===== src/rtl/jpegls_pkg.sv =====
// Shared definitions for the JPEG-LS run-mode controller: mode codes, FSM
// states, output field widths and the run-length order table J.
package jpegls_pkg;

  localparam int REM_LEN_W     = 4;
  localparam int RUN_INDEX_W   = 5;
  localparam int RUN_INDEX_MAX = 31;

  localparam logic [1:0] MODE_REGULAR = 2'd0;
  localparam logic [1:0] MODE_RUN     = 2'd1;
  localparam logic [1:0] MODE_RUN_INT = 2'd2;
  localparam logic [1:0] MODE_EOL_INT = 2'd3;

  typedef enum logic {
    ST_REGULAR = 1'b0,
    ST_RUN     = 1'b1
  } run_state_e;

  // log2 of the run segment length coded by a single '1' at each RUNindex
  localparam logic [REM_LEN_W-1:0] J_TABLE [0:31] = '{
    4'd0, 4'd0, 4'd0, 4'd0, 4'd1, 4'd1, 4'd1, 4'd1,
    4'd2, 4'd2, 4'd2, 4'd2, 4'd3, 4'd3, 4'd3, 4'd3,
    4'd4, 4'd4, 4'd5, 4'd5, 4'd6, 4'd6, 4'd7, 4'd7,
    4'd8, 4'd9, 4'd10, 4'd11, 4'd12, 4'd13, 4'd14, 4'd15
  };

  function automatic logic [REM_LEN_W-1:0] j_of(input logic [RUN_INDEX_W-1:0] idx);
    return J_TABLE[idx];
  endfunction

endpackage


===== src/rtl/mode_run_controller_if.sv =====
// Sample-in / decision-out bus of the run-mode controller.
interface mode_run_controller_if #(
  parameter int pixel_length  = 8,
  parameter int mode_length   = 2,
  parameter int runcnt_length = 16
);
  import jpegls_pkg::*;

  // Both channels are strict valid/ready: a transfer happens on a rising edge
  // where valid && ready; the producer holds valid and payload stable until then.
  logic [pixel_length-1:0]  a;
  logic [pixel_length-1:0]  b;
  logic [pixel_length-1:0]  c;
  logic [pixel_length-1:0]  d;
  logic [pixel_length-1:0]  x;
  logic                     EOL;
  logic                     start_frame;
  logic                     in_valid;
  logic                     in_ready;

  logic                     out_valid;
  logic                     out_ready;
  logic [mode_length-1:0]   mode;
  logic                     run_hit;
  logic                     eol_flush;
  logic [runcnt_length-1:0] rem_value;
  logic [REM_LEN_W-1:0]     rem_len;
  logic [RUN_INDEX_W-1:0]   run_index;
  logic                     state_dbg;

  modport master (
    output a, b, c, d, x, EOL, start_frame, in_valid, out_ready,
    input  in_ready, out_valid, mode, run_hit, eol_flush, rem_value, rem_len,
           run_index, state_dbg
  );

  modport slave (
    input  a, b, c, d, x, EOL, start_frame, in_valid, out_ready,
    output in_ready, out_valid, mode, run_hit, eol_flush, rem_value, rem_len,
           run_index, state_dbg
  );

endinterface


===== src/rtl/gradient_flat_check.sv =====
// Local-gradient flatness and run-value match tests with near-lossless tolerance.
module gradient_flat_check #(
  parameter int pixel_length = 8,
  parameter int NEAR         = 0
) (
  input  logic [pixel_length-1:0] i_a,
  input  logic [pixel_length-1:0] i_b,
  input  logic [pixel_length-1:0] i_c,
  input  logic [pixel_length-1:0] i_d,
  input  logic [pixel_length-1:0] i_x,
  output logic                    o_flat,
  output logic                    o_match
);

  localparam int W = pixel_length + 1;
  localparam logic [W-1:0] NEAR_W = W'(NEAR);

  // One extra bit keeps the signed difference of two unsigned samples exact
  function automatic logic [W-1:0] abs_diff(input logic [pixel_length-1:0] p,
                                            input logic [pixel_length-1:0] q);
    logic signed [W-1:0] diff;
    diff = $signed({1'b0, p}) - $signed({1'b0, q});
    return diff[W-1] ? W'(-diff) : W'(diff);
  endfunction

  logic [W-1:0] w_db;
  logic [W-1:0] w_bc;
  logic [W-1:0] w_ca;
  logic [W-1:0] w_xa;

  assign w_db = abs_diff(i_d, i_b);
  assign w_bc = abs_diff(i_b, i_c);
  assign w_ca = abs_diff(i_c, i_a);
  assign w_xa = abs_diff(i_x, i_a);

  assign o_flat  = (w_db <= NEAR_W) && (w_bc <= NEAR_W) && (w_ca <= NEAR_W);
  assign o_match = (w_xa <= NEAR_W);

endmodule


===== src/rtl/mode_run_controller.sv =====
// JPEG-LS mode decision and run-length bookkeeping, one sample per handshake,
// with a single registered output record.
module mode_run_controller
  import jpegls_pkg::*;
#(
  parameter int pixel_length  = 8,
  parameter int NEAR          = 0,
  parameter int mode_length   = 2,
  parameter int runcnt_length = 16
) (
  input  logic                  clk,
  input  logic                  reset,
  mode_run_controller_if.slave  bus
);

  localparam int CW = runcnt_length + 1;

  run_state_e               r_state;
  logic [RUN_INDEX_W-1:0]   r_idx;
  logic [runcnt_length-1:0] r_runcnt;
  logic                     r_out_valid;
  logic [mode_length-1:0]   r_mode;
  logic                     r_run_hit;
  logic                     r_eol_flush;
  logic [runcnt_length-1:0] r_rem_value;
  logic [REM_LEN_W-1:0]     r_rem_len;
  logic [RUN_INDEX_W-1:0]   r_run_index;

  logic                     w_in_ready;
  logic                     w_accept;
  logic                     w_flat;
  logic                     w_match;

  assign w_in_ready = !r_out_valid || bus.out_ready;
  assign w_accept   = bus.in_valid && w_in_ready;

  gradient_flat_check #(
    .pixel_length (pixel_length),
    .NEAR         (NEAR)
  ) u_flat_check (
    .i_a     (bus.a),
    .i_b     (bus.b),
    .i_c     (bus.c),
    .i_d     (bus.d),
    .i_x     (bus.x),
    .o_flat  (w_flat),
    .o_match (w_match)
  );

  // start_frame makes the current sample see a fresh context
  run_state_e               w_cur_state;
  logic [RUN_INDEX_W-1:0]   w_cur_idx;
  logic [runcnt_length-1:0] w_cur_cnt;
  logic [REM_LEN_W-1:0]     w_j;
  logic [CW-1:0]            w_cnt_inc;
  logic [CW-1:0]            w_run_limit;
  logic                     w_hit;
  logic [runcnt_length-1:0] w_cnt_post;
  logic [RUN_INDEX_W-1:0]   w_idx_post;

  assign w_cur_state = bus.start_frame ? ST_REGULAR : r_state;
  assign w_cur_idx   = bus.start_frame ? '0 : r_idx;
  assign w_cur_cnt   = bus.start_frame ? '0 : r_runcnt;
  assign w_j         = j_of(w_cur_idx);
  assign w_cnt_inc   = {1'b0, w_cur_cnt} + CW'(1);
  assign w_run_limit = CW'(1) << w_j;
  assign w_hit       = (w_cnt_inc == w_run_limit);
  assign w_cnt_post  = w_hit ? '0 : w_cnt_inc[runcnt_length-1:0];
  assign w_idx_post  = (w_hit && (w_cur_idx != RUN_INDEX_W'(RUN_INDEX_MAX)))
                       ? w_cur_idx + RUN_INDEX_W'(1) : w_cur_idx;

  run_state_e               w_nx_state;
  logic [RUN_INDEX_W-1:0]   w_nx_idx;
  logic [runcnt_length-1:0] w_nx_cnt;
  logic [1:0]               w_nx_mode;
  logic                     w_nx_hit;
  logic                     w_nx_flush;
  logic [runcnt_length-1:0] w_nx_rem_value;
  logic [REM_LEN_W-1:0]     w_nx_rem_len;

  always_comb begin
    w_nx_state     = w_cur_state;
    w_nx_idx       = w_cur_idx;
    w_nx_cnt       = w_cur_cnt;
    w_nx_mode      = MODE_REGULAR;
    w_nx_hit       = 1'b0;
    w_nx_flush     = 1'b0;
    w_nx_rem_value = '0;
    w_nx_rem_len   = '0;
    if (w_cur_state == ST_REGULAR && !w_flat) begin
      w_nx_mode = MODE_REGULAR;
    end else if (!w_match) begin
      // Interruption wins over end-of-line and reports the partial run
      w_nx_mode      = MODE_RUN_INT;
      w_nx_rem_value = w_cur_cnt;
      w_nx_rem_len   = w_j;
      w_nx_idx       = (w_cur_idx == '0) ? '0 : w_cur_idx - RUN_INDEX_W'(1);
      w_nx_cnt       = '0;
      w_nx_state     = ST_REGULAR;
    end else if (!bus.EOL) begin
      w_nx_mode  = MODE_RUN;
      w_nx_hit   = w_hit;
      w_nx_idx   = w_idx_post;
      w_nx_cnt   = w_cnt_post;
      w_nx_state = ST_RUN;
    end else begin
      w_nx_mode  = MODE_EOL_INT;
      w_nx_hit   = w_hit;
      w_nx_flush = (w_cnt_post != '0);
      w_nx_idx   = w_idx_post;
      w_nx_cnt   = '0;
      w_nx_state = ST_REGULAR;
    end
  end

  always_ff @(posedge clk) begin
    if (reset) begin
      r_state     <= ST_REGULAR;
      r_idx       <= '0;
      r_runcnt    <= '0;
      r_out_valid <= 1'b0;
      r_mode      <= '0;
      r_run_hit   <= 1'b0;
      r_eol_flush <= 1'b0;
      r_rem_value <= '0;
      r_rem_len   <= '0;
      r_run_index <= '0;
    end else if (w_accept) begin
      r_state     <= w_nx_state;
      r_idx       <= w_nx_idx;
      r_runcnt    <= w_nx_cnt;
      r_out_valid <= 1'b1;
      r_mode      <= mode_length'(w_nx_mode);
      r_run_hit   <= w_nx_hit;
      r_eol_flush <= w_nx_flush;
      r_rem_value <= w_nx_rem_value;
      r_rem_len   <= w_nx_rem_len;
      r_run_index <= w_cur_idx;
    end else if (bus.out_ready) begin
      r_out_valid <= 1'b0;
    end
  end

  assign bus.in_ready  = w_in_ready;
  assign bus.out_valid = r_out_valid;
  assign bus.mode      = r_mode;
  assign bus.run_hit   = r_run_hit;
  assign bus.eol_flush = r_eol_flush;
  assign bus.rem_value = r_rem_value;
  assign bus.rem_len   = r_rem_len;
  assign bus.run_index = r_run_index;
  assign bus.state_dbg = r_state;

endmodule

===== src/flat_wrapper.sv =====
// flat-port wrapper written by rule: the top's interface ports become plain ports
module mode_run_controller_flat import jpegls_pkg::*;
#(
  parameter int pixel_length  = 8,
  parameter int NEAR          = 0,
  parameter int mode_length   = 2,
  parameter int runcnt_length = 16
)
  (clk, reset, bus_a, bus_b, bus_c, bus_d, bus_x, bus_EOL, bus_start_frame, bus_in_valid, bus_out_ready, bus_in_ready, bus_out_valid, bus_mode, bus_run_hit, bus_eol_flush, bus_rem_value, bus_rem_len, bus_run_index, bus_state_dbg);
  mode_run_controller_if #(.pixel_length(pixel_length), .mode_length(mode_length), .runcnt_length(runcnt_length)) bus_i ();
  input  logic clk;
  input  logic reset;
  input wire logic [$bits(bus_i.a)-1:0] bus_a;
  input wire logic [$bits(bus_i.b)-1:0] bus_b;
  input wire logic [$bits(bus_i.c)-1:0] bus_c;
  input wire logic [$bits(bus_i.d)-1:0] bus_d;
  input wire logic [$bits(bus_i.x)-1:0] bus_x;
  input wire logic [$bits(bus_i.EOL)-1:0] bus_EOL;
  input wire logic [$bits(bus_i.start_frame)-1:0] bus_start_frame;
  input wire logic [$bits(bus_i.in_valid)-1:0] bus_in_valid;
  input wire logic [$bits(bus_i.out_ready)-1:0] bus_out_ready;
  output wire logic [$bits(bus_i.in_ready)-1:0] bus_in_ready;
  output wire logic [$bits(bus_i.out_valid)-1:0] bus_out_valid;
  output wire logic [$bits(bus_i.mode)-1:0] bus_mode;
  output wire logic [$bits(bus_i.run_hit)-1:0] bus_run_hit;
  output wire logic [$bits(bus_i.eol_flush)-1:0] bus_eol_flush;
  output wire logic [$bits(bus_i.rem_value)-1:0] bus_rem_value;
  output wire logic [$bits(bus_i.rem_len)-1:0] bus_rem_len;
  output wire logic [$bits(bus_i.run_index)-1:0] bus_run_index;
  output wire logic [$bits(bus_i.state_dbg)-1:0] bus_state_dbg;
  assign bus_i.a = bus_a;
  assign bus_i.b = bus_b;
  assign bus_i.c = bus_c;
  assign bus_i.d = bus_d;
  assign bus_i.x = bus_x;
  assign bus_i.EOL = bus_EOL;
  assign bus_i.start_frame = bus_start_frame;
  assign bus_i.in_valid = bus_in_valid;
  assign bus_i.out_ready = bus_out_ready;
  assign bus_in_ready = bus_i.in_ready;
  assign bus_out_valid = bus_i.out_valid;
  assign bus_mode = bus_i.mode;
  assign bus_run_hit = bus_i.run_hit;
  assign bus_eol_flush = bus_i.eol_flush;
  assign bus_rem_value = bus_i.rem_value;
  assign bus_rem_len = bus_i.rem_len;
  assign bus_run_index = bus_i.run_index;
  assign bus_state_dbg = bus_i.state_dbg;
  mode_run_controller #(.pixel_length(pixel_length), .NEAR(NEAR), .mode_length(mode_length), .runcnt_length(runcnt_length)) u_core (.clk(clk), .reset(reset), .bus(bus_i));
endmodule

===== config.mk =====
export PLATFORM = sky130hd
export DESIGN_NAME = mode_run_controller_flat
export DESIGN_NICKNAME = d
export VERILOG_FILES = /design/src/rtl/jpegls_pkg.sv /design/src/rtl/mode_run_controller_if.sv /design/src/rtl/gradient_flat_check.sv /design/src/rtl/mode_run_controller.sv /design/src/flat_wrapper.sv
export SDC_FILE = /design/constraint.sdc
export NUM_CORES = 1
export LEC_CHECK = 0
export CORE_MARGIN = 10
export CORE_UTILIZATION = 23
export CTS_CLUSTER_SIZE = 10
export DETAILED_ROUTE_END_ITERATION = 7
export MAX_ROUTING_LAYER = met4
export PLACE_DENSITY = 0.37
export SLEW_MARGIN = 20
export SYNTH_ARGS = -nofsm -noshare
export SYNTH_HDL_FRONTEND = slang
export SYNTH_SLANG_ARGS = --single-unit

===== constraint.sdc =====
create_clock -name clk -period 8.55 [get_ports clk]
set_clock_uncertainty 0.15 [all_clocks]
set_input_delay 1.71 -clock clk [delete_from_list [all_inputs] [get_ports clk]]
set_output_delay 1.71 -clock clk [all_outputs]
set_load 0.1 [all_outputs]

== Word-level counts from Yosys, hierarchy flattened ==
Memories as Yosys holds them, arrays and structs flattened.
Cells that the tools add are included.

* Equality and inequality tests: 2
* Multiplexer cells: 34
* Shifts and indexed selects: 1
* Bitwise gates (word level): 2
* Add/sub/neg operators: 11
* $lt $le $gt $ge: 5
* Reductions and logical operators: 11

{| class="wikitable"
|+ Operator list
! operator !! number
|-
| 16-bit two-way mux || 7
|-
| 9-bit by 1-bit <= comparator with 1-bit output, second input constant || 4
|-
| 9-bit two-way mux || 4
|-
| 9-bit negator || 4
|-
| 8-bit by 8-bit subtractor with 9-bit output || 4
|-
| 5-bit two-way mux || 5
|-
| 16-bit by 1-bit adder with 17-bit output, second input constant || 1
|-
| 17-bit equality test || 1
|-
| 1-bit by 4-bit << shifter with 17-bit output, first input constant || 1
|-
| 4-bit two-way mux || 4
|-
| 16-bit nonzero test || 1
|-
| 1-bit two-way mux || 11
|-
| 6-bit >= comparator, second input constant || 1
|-
| 2-bit two-way mux || 3
|-
| 5-bit NOT with 6-bit output || 1
|-
| 5-bit by 1-bit adder with 5-bit output, second input constant || 1
|-
| 1-bit logical AND || 5
|-
| 5-bit zero test || 1
|-
| 5-bit != test, second input constant || 1
|-
| 5-bit by 1-bit subtractor with 5-bit output, second input constant || 1
|-
| 1-bit zero test || 2
|-
| 2-bit nonzero test || 1
|-
| 1-bit logical OR || 1
|-
| 1-bit NOT || 1
|}

* Memories: 1
* Bits in read-only memories: 128
* Output and inout bits: 32
* Bits of input ports: 46
* Logic and storage cells: 77
* Bits in registers: 52

{| class="wikitable"
|+ Memories
! memory !! words !! width !! rd ports !! clocked after memory_dff !! write ports !! RTL line !! source
|-
| (name not given) || 32 || 4 || 1 || 0 || 0 || jpegls_pkg.sv:28 || <nowiki>return J_TABLE[idx];</nowiki>
|}

== Longest topological paths before layout ==
Gate-level depths: netlist of the first run.

* Depth in word-level cells: 12
* Mapped depth: 16
* Gate-level depth less buffers: 14

== Modules after synthesis ==
From an unflattened synthesis of the first run, not the netlist that was laid out.

* Cell total of the unflattened synthesis: 731
* Area, all modules: 5,501.5 µm²

{| class="wikitable"
|+ By module, submodules not included
! module !! area an instance (µm²) !! times used !! sequential area each (µm²) !! cells each
|-
| mode_run_controller || 3,454.6 || 1 || 1,041.0 || 444
|-
| gradient_flat_check || 2,047.0 || 1 || 0.0 || 287
|}

== Least setup slack after synthesis of the first run ==
No wires, ideal clock.

* Kind: input to register
* Start point: input port bus_d[0]
* End point: register u_core.r_runcnt[12]
* Stages on the path: 15
* Slack: 3.349 ns
* Setup time: 0.114 ns
* Arrival: 4.936 ns
* Required time: 8.286 ns
* Buffers on the path: 1
* Cell sequence: inv_1 -> ha_1 -> inv_1 -> fa_1 -> and3_1 -> or3_1 -> a22o_1 -> a2111oi_0 -> o31ai_1 -> nor4_1 -> nand4_1 -> a31o_2 -> and2_1 -> buf_2 -> a21bo_1

* Longest elaborated chain between the ends: 9

{| class="wikitable"
|+ Ends and longest elaborated chain
! what !! RTL line !! source
|-
| from (decl) || flat_wrapper.sv:16 || <nowiki>input wire logic [$bits(bus_i.d)-1:0] bus_d;</nowiki>
|-
| 8-bit by 8-bit subtractor with 9-bit output (*) || gradient_flat_check.sv:22 || <nowiki>diff = $signed({1'b0, p}) - $signed({1'b0, q});</nowiki>
|-
| 9-bit negator || gradient_flat_check.sv:23 || <nowiki>return diff[W-1] ? W'(-diff) : W'(diff);</nowiki>
|-
| 9-bit two-way mux (*) || gradient_flat_check.sv:23 ||
|-
| 9-bit by 1-bit <= comparator with 1-bit output (*) || gradient_flat_check.sv:36 || <nowiki>assign o_flat = (w_db <= NEAR_W) && (w_bc <= NEAR_W) && (w_ca <= NEAR_W);</nowiki>
|-
| 1-bit logical AND (*) (2 in a row) || gradient_flat_check.sv:36 ||
|-
| 1-bit zero test (*) || mode_run_controller.sv:90 || <nowiki>if (w_cur_state == ST_REGULAR && !w_flat) begin</nowiki>
|-
| 1-bit logical AND (*) || mode_run_controller.sv:90 ||
|-
| 16-bit two-way mux (*) || mode_run_controller.sv:90 ||
|-
| to (signal assigned) || mode_run_controller.sv:131 || <nowiki>r_runcnt <= w_nx_cnt;</nowiki>
|-
| to (decl) || mode_run_controller.sv:20 || <nowiki>logic [runcnt_length-1:0] r_runcnt;</nowiki>
|}

Every way passes the cells marked *; elsewhere a longest branch is shown, timed or not.
A chain may end at the register's enable or synchronous reset.

== Worst setup path after layout of the first run ==
* Start point: input port bus_b[0]
* End point: register u_core.r_rem_len[0], in the netlist u_core.bus.rem_len[0]

* Longest elaborated chain between the ends: 9
* Elaborated cells on any way between the ends: 13
* Those cells by class: add/sub (4); order compare (2); mux (3); reduce/logical (4)

{| class="wikitable"
|+ Ends and longest elaborated chain
! what !! RTL line !! source
|-
| from (decl) || flat_wrapper.sv:14 || <nowiki>input wire logic [$bits(bus_i.b)-1:0] bus_b;</nowiki>
|-
| 8-bit by 8-bit subtractor with 9-bit output || gradient_flat_check.sv:22 ||
|-
| 9-bit negator || gradient_flat_check.sv:23 ||
|-
| 9-bit two-way mux || gradient_flat_check.sv:23 ||
|-
| 9-bit by 1-bit <= comparator with 1-bit output || gradient_flat_check.sv:36 ||
|-
| 1-bit logical AND (*) (2 in a row) || gradient_flat_check.sv:36 ||
|-
| 1-bit zero test (*) || mode_run_controller.sv:90 ||
|-
| 1-bit logical AND (*) || mode_run_controller.sv:90 ||
|-
| 4-bit two-way mux (*) || mode_run_controller.sv:90 ||
|-
| to (signal assigned) || mode_run_controller.sv:137 || <nowiki>r_rem_len <= w_nx_rem_len;</nowiki>
|-
| to (decl) || mode_run_controller.sv:26 || <nowiki>logic [REM_LEN_W-1:0] r_rem_len;</nowiki>
|}

Marked as above.

==> results by group, run 1 <==
Critical path
  – CP max FO: 15
  – R2R Setup Slk: 4.37 ns
  – Worst EP arrival: 6.70 ns
  – CP bufs+invs: 2
  – Crit Path Category: input pin to flop
  – R2R cell count: 10
  – Worst EP required: 8.64 ns
  – Type of origin of the critical path: input pin
  – CP delay by family, top: simple AND/OR/NAND/NOR gates
  – Worst stage delay on the critical path: 0.77 ns
  – R2r endpoint: u_core.r_idx[0]
  – Crit Reg-Reg Startpoint: u_core.r_runcnt[4]
  – CP Cell Sequence: clkdlybuf4s50_1 -> ha_1 -> inv_1 -> fa_1 -> and3_1 -> or3_1 -> a22oi_1 -> nor3_1 -> a211o_1 -> nor4_1 -> nand4_1 -> a21oi_2 -> and4_1 -> a32o_1
  – Critical Path End Type: flop
  – Critical-path top delay cell: and4_1

Min path
  – Hold path endpoint: u_core.bus.rem_len[2]
  – Hold Path Depth: 2
  – Worst hold start: u_core.bus.rem_len[2]
  – Hold Crit Class: flop to flop

Timing
  – Rel. slew slack: 0.3002
  – Actual transition at the worst max-transition pin: 1.046 ns
  – Slew Limit Fails: 0
  – FMAX: 151.3 MHz
  – Sum Neg Setup Slack: 0 ns
  – Unrepaired setup endpoints after global routing: no
  – Fin. Hold Viols: 0
  – Minimum clock period: 6.609 ns
  – Period utilisation layout: 0.7730
  – Final setup viols: 0

Layout
  – Total Nets Final: 840
  – Layout cells sized above 1: 0.04222
  – Final Non-Filler Cells: 1071
  – Synthesis-to-layout area growth: 21.85%
  – N_diodes: 0

Detailed routing
  – Residual DRC count: 0
  – Drt first pass iters: 5
  – Initial DRC count: 387
  – Post-Route WL: 18150 um
  – Wire length per cell: 16.94 um
  – Antenna Violating Nets Remaining: 0
  – Via count: 5472
  – Routed vias/inst: 5.109

Global route
  – First-pass GRT wire length: 29520 um
  – GRT Residual Overflow: 0
  – Vias in the first global route: 5348
  – Total GRT Usage: 0.1208
  – Initial antenna violation count: 0
  – Largest net degree at the start of global routing: 30

Floorplanning
  – # IOs: 78
  – Die area: 29950 sq um
  – Site Rows: 55
  – Die Y: 173.1 um
  – Die W: 173.1 um
  – Core footprint: 22850 sq um
  – Initial core utilization: 0.2358

Synth
  – Post-synthesis cell count: 706
  – Asr flop ratio synth: 0
  – Synthesized Nets: 789
  – Cell Area, Synth: 5388 sq um
  – Synth Area per Inst: 7.631 sq um
  – Synth cell count leaders: 54 x nand2_1, 52 x dfxtp_1, 44 x inv_1, 43 x a21oi_1, 40 x nor2_1
  – Synth top area cells: dfxtp_1 19%, ha_1 7.7%, a21oi_1 4.0%
  – Cell taking the most area after synthesis: dfxtp_1
  – Yosys reg bits: 52
  – Synth warnings: 0
  – Seq/Total Area, Yosys: 0.1932
  – Synth top area share: 0.1932
  – Top-count cell post-synth: nand2_1
  – EDFF count, synth: 0
  – Top FF cell, synth: dfxtp_1
  – Unique cell type count in the Yosys netlist: 82

Power and ir drop
  – Switching fraction of total power: 0.3382
  – Comb power frac: 0.352
  – Share of power burned in registers: 0.348
  – Internal power: 0.4614 mW
  – Peak VDD IR: 81.21 uV
  – Clock share of power: 0.301
  – Power Density: 106.2 nW/um^2
  – Sw power: 0.2358 mW
  – Static Leakage: 2.566 nW

CTS
  – Htree depth: 2
  – Setup Buffers After CTS: 0
  – CTS resizes: 0
  – Clk Latency, worst-skew pair: 0.30 ns
  – Cts bufs inserted: 5
  – Worst-path clk slew: 0.07 ns
  – CTS Sinks: 52
  – CTS tree: built
  – Hold_buf cts: 0
  – Root buffer cell: clkbuf_16
  – Clock Path Buffers: 2

Placement
  – DP HPWL: 14350 um
  – RePlAce Congestion: 0.8438
  – Placed Instances: 1063
  – Port buffer count: 77

Job
  – Maximum Capacitance Violations: 0

Status
  – Status: finished clean
## per-stage QoR
stage               area, sq um  power (mW)  hold WS (ns)  setup slack [ns]  utilization
finish                     6565      0.6972        0.3022             1.941       0.2873
global route               6565      0.7415        0.3314             1.545       0.2873
CTS                        6565      0.7050        0.3049             1.973       0.2873
detailed placement         6419      0.4919        0.2949             1.685       0.2809
global placement           6419      0.4889        0.2956             1.810       0.2809
floorplan                  5388      0.4209        0.3204             3.349            -
## sequential cells by signal, indices dropped and copies added (netlist names)
register,count
u_core.bus.state_dbg,1
u_core.r_idx,5
u_core.bus.mode,2
u_core.bus.out_valid,1
u_core.bus.eol_flush,1
u_core.bus.run_index,5
u_core.bus.run_hit,1
u_core.r_runcnt,16
u_core.bus.rem_len,4
u_core.bus.rem_value,16
## cells by family after synthesis
logic type                 synth area share
and+or+nand+nor                      0.2664
AOI/OAI and AO/OA                    0.3172
buffers and inverters               0.06131
DFF                                  0.1932
adders and majority gates           0.09150
xor gates and xnor gates            0.04970
muxes                               0.02067
## how the worst max path moves through the flow
| stage | from | to | slack, ns | depth (start not counted) |
|---|---|---|---|---|
| 4_1_cts | bus_b[0] | u_core.bus.rem_len[0] | 1.97 | 14 |
| 5_1_grt | bus_c[0] | u_core.bus.rem_len[0] | 1.55 | 14 |
| 2_1_floorplan | bus_d[0] | u_core.r_runcnt[12] | 3.35 | 15 |
| 3_5_place_dp | bus_b[0] | u_core.bus.rem_len[0] | 1.68 | 14 |
| 3_3_place_gp | bus_b[0] | u_core.bus.rem_len[0] | 1.81 | 14 |
| 6_report | bus_b[0] | u_core.bus.rem_len[0] | 1.94 | 14 |
## worst register-to-register path, delay by kind of cell (launching register included)
kind / cells / cell delay (ns)
AND/OR/NAND/NOR: 5 / 2.05
AO/OA/AOI/OAI: 4 / 1.05
flip-flops: 1 / 0.61
XOR/XNOR: 1 / 0.23
## power groups by stage
stage | registers (mW) | logic (mW) | clock network (mW)
global route | 0.242 | 0.274 | 0.226
detailed placement | 0.248 | 0.244 | 0
floorplan | 0.250 | 0.171 | 0
CTS | 0.242 | 0.245 | 0.217
finish | 0.242 | 0.245 | 0.210
global placement | 0.248 | 0.241 | 0
## layout make-up
cell class,instances,area (sq um)
sequential,52,1041
inverter,45,168.9
multi-input combinational,572,4016
clock buffer,8,146.4
tap,313,391.6
timing repair buffer,81,800.8
fill,2503,16280
## layer usage
metal  share of wire  routed length (um)  vias to the layer above  track usage
met5               0                   0                        -            -
met4          0.0089                 161                        0      0.02048
met3           0.028                 514                        6      0.01525
met2            0.46                8382                      103       0.1943
met1            0.50                9087                     2602       0.1606
li1                -                   -                     2761            -
## layout by cell type, fill, tap and decap left out, drive strengths merged, types with 5 or more instances in the layout
cell type      netlist  layout
clkdlybuf4s50        0      77
nand2               54      54
dfxtp               52      52
inv                 45      45
a21oi               44      44
nor2                40      40
o21ai               39      39
ha                  33      33
nand3               22      22
and3                21      21
nor3                21      21
a21o                20      20
a22o                17      17
xnor2               16      16
nor2b               14      14
xor2                12      12
or3                 12      12
nand3b              11      11
nand2b              10      10
mux2i               10      10
o211ai               9       9
nand4                9       9
or2                  9       9
o21a                 8       8
and2                 8       8
clkbuf              27       8
a21boi               8       8
o2111ai              7       7
nor4                 7       7
a31oi                7       7
a211oi               6       6
a2111oi              6       6
and3b                5       5
o22ai                5       5
a22oi                5       5
a21bo                5       5
a32oi                5       5
No activity file was read; power rests on OpenSTA's default activity.
==> run 2: changes to the inputs <==
clock period = 6.6 ns   (was 8.55 ns; I/O delays follow)
==> run 2 against run 1 <==
Clock power is 21% higher; power is 27% higher; first-iteration DRC count is 12% lower; critical path type unchanged; largest cell class unchanged; count of clock-buffer cells in the layout is 3 lower; highest routed layer unchanged; combinational power is 30% higher.
==> results by group, run 2 (same netlist as run 1, synthesis figures left out) <==
Status
  – Status: finished clean

Detailed routing
  – Met1 Routed Length: 9390 um
  – WL met3: 505 um
  – Routed length on met2: 8415 um
  – DR top layer: met4
  – Drt first pass iters: 5
  – Routed vias/inst: 5.119
  – Residual DRC count: 0
  – Initial DRC count: 340
  – Wire length per cell: 17.15 um
  – Post-Route WL: 18400 um
  – Via count: 5493
  – Antenna Violating Nets Remaining: 0

Timing
  – Rel. slew slack: 0.3031
  – FMAX: 177.0 MHz
  – PnR worst setup slack: 0.9511 ns
  – Actual transition at the worst max-transition pin: 1.042 ns
  – Worst hold margin: 0.2998 ns
  – Slew Limit Fails: 0
  – Sum Neg Setup Slack: 0 ns
  – Unrepaired setup endpoints after global routing: no
  – Final setup viols: 0
  – Minimum clock period: 5.649 ns
  – Fin. Hold Viols: 0
  – Period utilisation layout: 0.8559

Floorplanning
  – Die Y: 173.1 um
  – Die area: 29950 sq um
  – Site Rows: 55
  – Initial core utilization: 0.2358
  – Die W: 173.1 um
  – Core footprint: 22850 sq um
  – # IOs: 78

Placement
  – Port buffer count: 77
  – Post-placement cell area: 6456 sq um
  – Placed Instances: 1068
  – DP HPWL: 14540 um
  – Dpl ws: 0.6519 ns
  – RePlAce Congestion: 0.8218

CTS
  – CTS resizes: 0
  – Clk Latency, worst-skew pair: 0.30 ns
  – CTS tree: built
  – Worst-path clk slew: 0.07 ns
  – Root buffer cell: clkbuf_16
  – Clock Path Buffers: 2
  – Setup Buffers After CTS: 0
  – Hold_buf cts: 0
  – Htree depth: 2
  – Cts bufs inserted: 5
  – CTS Sinks: 52

Layout
  – Post-route cell area: 6581 sq um
  – N_diodes: 0
  – Total Nets Final: 845
  – Layout cells sized above 1: 0.04737
  – Final Non-Filler Cells: 1073
  – Most frequent cells in the layout: 77 x clkdlybuf4s50_1, 54 x nand2_1, 52 x dfxtp_1
  – Synthesis-to-layout area growth: 22.16%
  – FILL cells: 2507
  – Most common cell after layout, fill and taps aside: clkdlybuf4s50_1

Global route
  – Vias in the first global route: 5515
  – First-pass GRT wire length: 29440 um
  – GRT Residual Overflow: 0
  – Largest net degree at the start of global routing: 24
  – Initial antenna violation count: 0
  – Total GRT Usage: 0.1206

Critical path
  – CP max FO: 10
  – Worst EP arrival: 5.73 ns
  – Crit Reg-Reg Startpoint: u_core.r_runcnt[2]
  – Critical Path End Type: flop
  – R2R cell count: 11
  – R2r endpoint: u_core.r_runcnt[10]
  – R2R Setup Slk: 2.63 ns
  – Type of origin of the critical path: input pin
  – Crit Path Category: input pin to flop
  – Worst EP required: 6.69 ns

Min path
  – Hold Crit Class: flop to flop
  – Hold Path Depth: 2
  – Worst hold start: u_core.bus.rem_len[3]
  – Hold path endpoint: u_core.bus.rem_len[3]

Power and ir drop
  – Static Leakage: 2.581 nW
  – Peak VDD IR: 74.53 uV
  – Power Density: 134.7 nW/um^2

Job
  – Maximum Capacitance Violations: 0
-- run 2: changes by cell type in the layout (fill, tap and decap cells not counted), sizes merged --
cell | before | now
buf | 4 | 9
clkbuf | 8 | 5
-- run 2: cell type report --
type	count	area, sq um	area share
multi-input combinational	572	4016	0.6103
timing repair buffer	86	838.3	0.1274
sequential	52	1041	0.1582
tap	313	391.6	0.05951
clock buffer	5	125.1	0.01901
inverter	45	168.9	0.02567
-- run 2: worst max-delay path by stage --
stage,start,endpoint,depth (start not counted)
after global placement,bus_b[0],u_core.bus.rem_value[2],16
final,bus_b[0],u_core.bus.rem_value[8],16
after floorplan,bus_d[0],u_core.r_runcnt[12],15
after detailed placement,bus_b[0],u_core.bus.rem_value[8],16
after CTS,bus_b[0],u_core.bus.rem_value[8],16
after global routing,bus_b[0],u_core.bus.rem_value[0],16
-- run 2: through the flow --
step	utilization	power, mW
2_1_floorplan	-	0.5452
3_3_place_gp	0.2826	0.6344
3_5_place_dp	0.2826	0.6378
4_1_cts	0.2881	0.8946
5_1_grt	0.2881	0.9376
6_report	0.2881	0.8863
-- run 2: power by group --
group          total (mW)  switching, mW  internal, mW
sequential          0.314       0.000229         0.314
combinational       0.318          0.186         0.132
clock               0.254          0.119         0.135
-- run 2: critical path, cell delays in order --
cell	delay, ns
clkdlybuf4s50_1	0.50
ha_1	0.21
inv_1	0.07
fa_1	0.41
and3_1	0.20
or3_1	0.35
a22o_1	0.31
a2111oi_0	0.48
o31ai_1	0.14
nor4_1	0.22
nand4_1	0.27
buf_4	0.25
a21oi_2	0.15
and4_1	0.46
buf_4	0.25
a22o_1	0.14
-- run 2: routing by layer --
layer | track usage | vias to the layer above
li1 | - | 2771
met1 | 0.1588 | 2624
met2 | 0.1976 | 91
met3 | 0.01568 | 7
met4 | 0.01581 | 0
met5 | - | -
==> run 3: changes to the inputs <==
ABC_CLOCK_PERIOD_IN_PS = 6600   (was default)
==> results of run 3 <==
No change in the layout: final DEF, timing and power equal those of run 2.
